===== config.mk =====
export PLATFORM = sky130hd
export DESIGN_NAME = pipeline_stall_sequencer_flat
export DESIGN_NICKNAME = d
export VERILOG_FILES = /design/src/rtl/pipeline_stall_sequencer_if.sv /design/src/rtl/pipeline_stall_sequencer.sv /design/src/flat_wrapper.sv
export SDC_FILE = /design/constraint.sdc
export NUM_CORES = 1
export LEC_CHECK = 0
export BUFFER_PORTS_ARGS = -buffer_cell sky130_fd_sc_hd__buf_2
export CAP_MARGIN = 40
export CORE_UTILIZATION = 44
export DETAILED_ROUTE_END_ITERATION = 10
export PLACE_DENSITY_LB_ADDON = 0.2
export REMOVE_ABC_BUFFERS = 1
export SLEW_MARGIN = 20
export SYNTH_ARGS = -nofsm -noshare
export SYNTH_HDL_FRONTEND = slang
export SYNTH_SLANG_ARGS = --single-unit

===== constraint.sdc =====
create_clock -name clk -period 1.7 [get_ports clk]
set_input_delay 0.255 -clock clk [delete_from_list [all_inputs] [get_ports clk]]
set_output_delay 0.255 -clock clk [all_outputs]
set_load 0.05 [all_outputs]

===== src/rtl/pipeline_stall_sequencer_if.sv =====
// Hazard inputs and stage-control outputs of the pipeline stall sequencer.
// The sequencer binds to the slave side; the datapath/hazard sources drive the master side.
interface pipeline_stall_sequencer_if #(
    parameter int CNT_W = 16
);
    logic             ex_mem_read;
    logic [4:0]       ex_rt;
    logic [4:0]       id_rs;
    logic [4:0]       id_rt;
    logic             id_uses_rt;
    logic             id_md_read;
    logic             ex_md_start;
    logic             mem_req;
    logic             mem_ready;
    logic             ex_branch_taken;
    logic             pc_we;
    logic             ifid_we;
    logic             idex_we;
    logic             exmem_we;
    logic             memwb_we;
    logic             idex_bubble;
    logic             ifid_flush;
    logic             md_busy;
    logic [CNT_W-1:0] stall_count;

    modport slave (
        input  ex_mem_read, ex_rt, id_rs, id_rt, id_uses_rt, id_md_read,
               ex_md_start, mem_req, mem_ready, ex_branch_taken,
        output pc_we, ifid_we, idex_we, exmem_we, memwb_we,
               idex_bubble, ifid_flush, md_busy, stall_count
    );

    modport master (
        output ex_mem_read, ex_rt, id_rs, id_rt, id_uses_rt, id_md_read,
               ex_md_start, mem_req, mem_ready, ex_branch_taken,
        input  pc_we, ifid_we, idex_we, exmem_we, memwb_we,
               idex_bubble, ifid_flush, md_busy, stall_count
    );
endinterface


===== src/rtl/pipeline_stall_sequencer.sv =====
// Hazard/stall sequencer for a 5-stage pipeline: stage write enables, bubble and flush.
// Mealy decode (zero-cycle latency); a data-memory wait freezes every stage until mem_ready.
module pipeline_stall_sequencer #(
    parameter int MD_CYCLES = 8,
    parameter int CNT_W     = 16
) (
    input logic                       clk,
    input logic                       reset_n,
    pipeline_stall_sequencer_if.slave bus
);
    typedef enum logic {RUN, MEM_WAIT} stateT;

    localparam logic [4:0] MD_LOAD = 5'(MD_CYCLES);

    stateT            state;
    stateT            stateNext;
    logic [4:0]       mdCnt;
    logic [4:0]       mdCntNext;
    logic [CNT_W-1:0] stallCnt;

    logic freeze;
    logic mdBusy;
    logic loadUse;
    logic mdStartBlock;
    logic mdReadBlock;
    logic pcWe, ifidWe, idexWe, exmemWe, memwbWe, bubble, flush;

    always_comb begin
        freeze       = !bus.mem_ready && ((state == MEM_WAIT) || bus.mem_req);
        mdBusy       = (mdCnt != 5'd0);
        loadUse      = bus.ex_mem_read && (bus.ex_rt != 5'd0) &&
                       ((bus.ex_rt == bus.id_rs) || (bus.id_uses_rt && (bus.ex_rt == bus.id_rt)));
        mdStartBlock = mdBusy && bus.ex_md_start && (mdCnt > 5'd1);
        mdReadBlock  = mdBusy && bus.id_md_read;
    end

    always_ff @(posedge clk or negedge reset_n) begin
        if (!reset_n) begin
            state <= RUN;
        end else begin
            state <= stateNext;
        end
    end

    always_comb begin
        stateNext = RUN;
        pcWe      = 1'b1;
        ifidWe    = 1'b1;
        idexWe    = 1'b1;
        exmemWe   = 1'b1;
        memwbWe   = 1'b1;
        bubble    = 1'b0;
        flush     = 1'b0;
        if (freeze) begin
            stateNext = MEM_WAIT;
            pcWe      = 1'b0;
            ifidWe    = 1'b0;
            idexWe    = 1'b0;
            exmemWe   = 1'b0;
            memwbWe   = 1'b0;
        end else if (bus.ex_branch_taken) begin
            // ID instruction is squashed, so its load-use / HI-LO hazards are moot.
            flush  = 1'b1;
            bubble = 1'b1;
        end else if (loadUse) begin
            pcWe   = 1'b0;
            ifidWe = 1'b0;
            bubble = 1'b1;
        end else if (mdStartBlock) begin
            // Hold the new mult/div in EX; the datapath masks its start while held.
            pcWe   = 1'b0;
            ifidWe = 1'b0;
            idexWe = 1'b0;
        end else if (mdReadBlock) begin
            pcWe   = 1'b0;
            ifidWe = 1'b0;
            bubble = 1'b1;
        end
    end

    // The mult/div unit keeps counting through a memory freeze; only new starts wait.
    always_comb begin
        mdCntNext = mdCnt;
        if (bus.ex_md_start && (mdCnt <= 5'd1) && !freeze) begin
            mdCntNext = MD_LOAD;
        end else if (mdBusy) begin
            mdCntNext = mdCnt - 5'd1;
        end
    end

    always_ff @(posedge clk or negedge reset_n) begin
        if (!reset_n) begin
            mdCnt    <= 5'd0;
            stallCnt <= '0;
        end else begin
            mdCnt <= mdCntNext;
            if (!pcWe && (stallCnt != {CNT_W{1'b1}})) begin
                stallCnt <= stallCnt + 1'b1;
            end
        end
    end

    assign bus.pc_we       = pcWe    & reset_n;
    assign bus.ifid_we     = ifidWe  & reset_n;
    assign bus.idex_we     = idexWe  & reset_n;
    assign bus.exmem_we    = exmemWe & reset_n;
    assign bus.memwb_we    = memwbWe & reset_n;
    assign bus.idex_bubble = bubble  & reset_n;
    assign bus.ifid_flush  = flush   & reset_n;
    assign bus.md_busy     = mdBusy  & reset_n;
    assign bus.stall_count = stallCnt;
endmodule

===== src/flat_wrapper.sv =====
// flat-port wrapper written by rule: the top's interface ports become plain ports
module pipeline_stall_sequencer_flat 
#(
    parameter int MD_CYCLES = 8,
    parameter int CNT_W     = 16
)
  (clk, reset_n, bus_ex_mem_read, bus_ex_rt, bus_id_rs, bus_id_rt, bus_id_uses_rt, bus_id_md_read, bus_ex_md_start, bus_mem_req, bus_mem_ready, bus_ex_branch_taken, bus_pc_we, bus_ifid_we, bus_idex_we, bus_exmem_we, bus_memwb_we, bus_idex_bubble, bus_ifid_flush, bus_md_busy, bus_stall_count);
  pipeline_stall_sequencer_if #(.CNT_W(CNT_W)) bus_i ();
  input logic clk;
  input logic reset_n;
  input wire logic [$bits(bus_i.ex_mem_read)-1:0] bus_ex_mem_read;
  input wire logic [$bits(bus_i.ex_rt)-1:0] bus_ex_rt;
  input wire logic [$bits(bus_i.id_rs)-1:0] bus_id_rs;
  input wire logic [$bits(bus_i.id_rt)-1:0] bus_id_rt;
  input wire logic [$bits(bus_i.id_uses_rt)-1:0] bus_id_uses_rt;
  input wire logic [$bits(bus_i.id_md_read)-1:0] bus_id_md_read;
  input wire logic [$bits(bus_i.ex_md_start)-1:0] bus_ex_md_start;
  input wire logic [$bits(bus_i.mem_req)-1:0] bus_mem_req;
  input wire logic [$bits(bus_i.mem_ready)-1:0] bus_mem_ready;
  input wire logic [$bits(bus_i.ex_branch_taken)-1:0] bus_ex_branch_taken;
  output wire logic [$bits(bus_i.pc_we)-1:0] bus_pc_we;
  output wire logic [$bits(bus_i.ifid_we)-1:0] bus_ifid_we;
  output wire logic [$bits(bus_i.idex_we)-1:0] bus_idex_we;
  output wire logic [$bits(bus_i.exmem_we)-1:0] bus_exmem_we;
  output wire logic [$bits(bus_i.memwb_we)-1:0] bus_memwb_we;
  output wire logic [$bits(bus_i.idex_bubble)-1:0] bus_idex_bubble;
  output wire logic [$bits(bus_i.ifid_flush)-1:0] bus_ifid_flush;
  output wire logic [$bits(bus_i.md_busy)-1:0] bus_md_busy;
  output wire logic [$bits(bus_i.stall_count)-1:0] bus_stall_count;
  assign bus_i.ex_mem_read = bus_ex_mem_read;
  assign bus_i.ex_rt = bus_ex_rt;
  assign bus_i.id_rs = bus_id_rs;
  assign bus_i.id_rt = bus_id_rt;
  assign bus_i.id_uses_rt = bus_id_uses_rt;
  assign bus_i.id_md_read = bus_id_md_read;
  assign bus_i.ex_md_start = bus_ex_md_start;
  assign bus_i.mem_req = bus_mem_req;
  assign bus_i.mem_ready = bus_mem_ready;
  assign bus_i.ex_branch_taken = bus_ex_branch_taken;
  assign bus_pc_we = bus_i.pc_we;
  assign bus_ifid_we = bus_i.ifid_we;
  assign bus_idex_we = bus_i.idex_we;
  assign bus_exmem_we = bus_i.exmem_we;
  assign bus_memwb_we = bus_i.memwb_we;
  assign bus_idex_bubble = bus_i.idex_bubble;
  assign bus_ifid_flush = bus_i.ifid_flush;
  assign bus_md_busy = bus_i.md_busy;
  assign bus_stall_count = bus_i.stall_count;
  pipeline_stall_sequencer #(.MD_CYCLES(MD_CYCLES), .CNT_W(CNT_W)) u_core (.clk(clk), .reset_n(reset_n), .bus(bus_i));
endmodule

==> flow_metrics.py <==
metrics = {
    "yosys": {
        "netlist_area_mm2": 0.00134,
        "synth-seq-cells": 22,
        "avgSynthCellArea_um2": 9.51,
        "ys_warn_count": 0,
        "synth_cell_types": 36,
        "ys_seq_area_frac": 0.410,
        "async_reset_ff_frac": 1.00,
        "synth-edff-count": 0,
        "syn_inst": 141,
        "yosys_most_used_dff": "dfrtp_1",
    },
    "drt": {
        "met3_length_um": 237,
        "wl_per_cell_um": 19.0,
        "drc": 2,
        "route.met2.wl_um": 2900,
        "dr.pass1.iters": 7,
        "antenna_left": 0,
        "vias": 1601,
        "wl_met1_um": 1830,
        "drt_iter0_markers": 101,
        "wirelength_um": 5300,
        "routed_via_density": 5.74,
        "top_layer_used": "met4",
    },
    "sta": {
        "worstMarginPinSlew_ns": 0.336,
        "rsz0062_at_grt": "yes",
        "setup_viol": 24,
        "setup_slack_ns": -0.486,
        "timing.final.crit_share": 1.29,
        "maxSlewHeadroom": 0.775,
        "hold_violations": 0,
        "fin_crit_ns": 2.19,
        "fin_worst_skew_ns": 0.0105,
        "fin_setup_tns_ns": -5.08,
        "fin_hold_ws_ns": 0.389,
        "maxSlewViolCount": 0,
        "fmax_mhz": 458,
    },
    "placed_design": {
        "hpwlAfterDp_um": 2980,
        "gp_congestion": 0.841,
        "io_buffers": 47,
    },
    "status": {
        "failed_checks": "design-rule violations, negative setup slack",
        "status": "complete, but fails checks",
    },
    "grt": {
        "grt_max_degree": 17,
        "overflow": 0,
        "first_global_vias": 1670,
        "antenna_found_initial": 0,
        "globalRouteTotalUtil": 0.317,
        "grt_first_pass_wirelength_um": 7720,
    },
    "setup_path": {
        "critPathSlowestCell": "dfrtp_1",
        "cpPeakStageDelay_ns": 0.46,
        "path_class": "register to output pin",
        "crit_path_end_kind": "output pin",
        "critPathLaunch": "u_core.mdCnt[0]",
        "crit_required_ns": 1.44,
        "start_kind": "register",
        "timing.rr.end": "u_core.bus.stall_count[6]",
        "cp_cell_sequence": "buf_6 > o21bai_4 > a21boi_2 > o21a_1 > o21a_2 > nor2_4 > buf_8",
        "rrSetupSlack_ns": -0.42,
        "critPathArrivalTime_ns": 1.93,
        "rr_worst_depth": 8,
        "crit_fanout": 4,
        "reg2reg_from": "u_core.mdCnt[0]",
    },
    "power": {
        "leakagePower_nw": 1.21,
        "ir_drop_mv": 0.974,
        "total_power_mw": 3.27,
        "p_per_area_mw_per_mm2": 1350,
    },
    "clock_tree": {
        "clk_pin_slew_ns": 0.13,
        "clock_latency_ns": 0.32,
        "cts_sinks": 22,
        "cts_buffers": 3,
        "cts.path.max_buffers": 2,
        "cts-root-buf": "clkbuf_4",
        "cts_tree": "yes",
        "cts_max_level": 1,
    },
    "layout": {
        "multi_input_area_um2": 992,
        "n_fill_cell": 162,
        "final_util": 0.854,
        "drive_gt1_frac": 0.605,
        "mostFrequentLayoutCell": "buf_4",
        "layout_common_cells": "buf_4 (52), buf_2 (37), dfrtp_1 (22), xor2_1 (12)",
        "areaGrowthSynthToFinish_pct": 80.1,
        "fin_nets": 277,
        "diodes": 0,
        "regArea_um2": 551,
    },
    "floorplanning": {
        "die_h_um": 57.2,
        "start_util": 0.474,
        "io_pins": 48,
        "core_area_mm2": 0.00283,
        "die_area_mm2": 0.00327,
        "num_rows": 19,
        "die_w_um": 57.2,
    },
    "worst_hold_path": {
        "holdPathStages": 3,
        "hp-start": "bus_mem_ready",
        "min_to": "u_core.state",
        "hold_path_class": "input pin to register",
    },
    "run": {
        "cap_viol_max_count": 0,
    },
}
metrics by stage:
stage	setup slack, ns	area, um^2	cells
finish	-0.486	2420	279
global route	-0.520	2420	279
CTS	-0.434	2320	278
floorplan	-1.06	1330	139
global placement	-0.345	1920	260
detailed placement	-0.419	1920	260
cell type report:
class,instances,area share
Sequential cell,22,0.228
Clock buffer,3,0.00932
Multi-Input combinational cell,110,0.411
Clock inverter,1,0.0124
Timing Repair Buffer,105,0.312
Tap cell,31,0.0161
Inverter,7,0.0119
critical path, delay by kind of cell (launching register included):
family / cells / cell delay [ns]
compound gates: 4 / 0.65
flops: 1 / 0.46
buf+inv: 2 / 0.33
simple gates: 1 / 0.17
kinds of logic after synthesis:
logic type / after synthesis / share of synthesized area
AO/OA/AOI/OAI: 18 / 0.0998
XOR/XNOR: 27 / 0.176
flip-flops: 22 / 0.410
buffers and inverters: 9 / 0.0308
adder cells (fa/ha/maj): 4 / 0.0373
multiplexers: 2 / 0.0168
AND/OR/NAND/NOR: 59 / 0.229
cells in the mapped netlist, drive strengths merged (3+ instances only):
cell type   n  area, um^2
xor2       15         131
a21oi       3        15.0
inv         7        26.3
nor2       19        71.3
nand3       6        30.0
nor3        5        30.0
nor4        3        25.0
ha          4        50.1
xnor2      12         105
nand2      12        52.6
dfrtp      22         551
nand4       6        37.5
o211ai      3        22.5
worst max path at each step:
stage               depth (start not counted)                         to  slack (ns)
global placement                            7  u_core.bus.stall_count[1]       -0.35
floorplan                                   7                bus_ifid_we       -1.06
finish                                      7                  bus_pc_we       -0.49
CTS                                         8                  bus_pc_we       -0.43
global route                                7                  bus_pc_we       -0.52
detailed placement                          7  u_core.bus.stall_count[1]       -0.42
metal layers:
metal	track usage	vias up
met5	0	-
met4	0.240	0
met3	0.0408	29
met2	0.580	78
met1	0.327	792
li1	-	702
state kept, by name (all words and copies together), names as in the netlist:
register                count
u_core.state                1
u_core.bus.stall_count     16
u_core.mdCnt                5
where the power goes:
| part | switching (mW) | total (mW) | leakage (nW) | internal (mW) |
|---|---|---|---|---|
| clock | 0.168 | 0.407 | 0.0279 | 0.239 |
| combinational | 1.14 | 2.04 | 0.907 | 0.900 |
| sequential | 0.151 | 0.830 | 0.276 | 0.680 |
| total | 1.46 | 3.27 | 1.21 | 1.82 |
repair_timing:
item                                    4_1_cts  5_1_grt
endpoints found under the setup margin       23       24
endpoints found under the hold margin         6        0
setup buffers                                12        2
pin swaps                                    31       21
hold buffers                                  2        0
gates resized for setup                      53       23
Note: power is estimated with default switching activity, not from simulation.
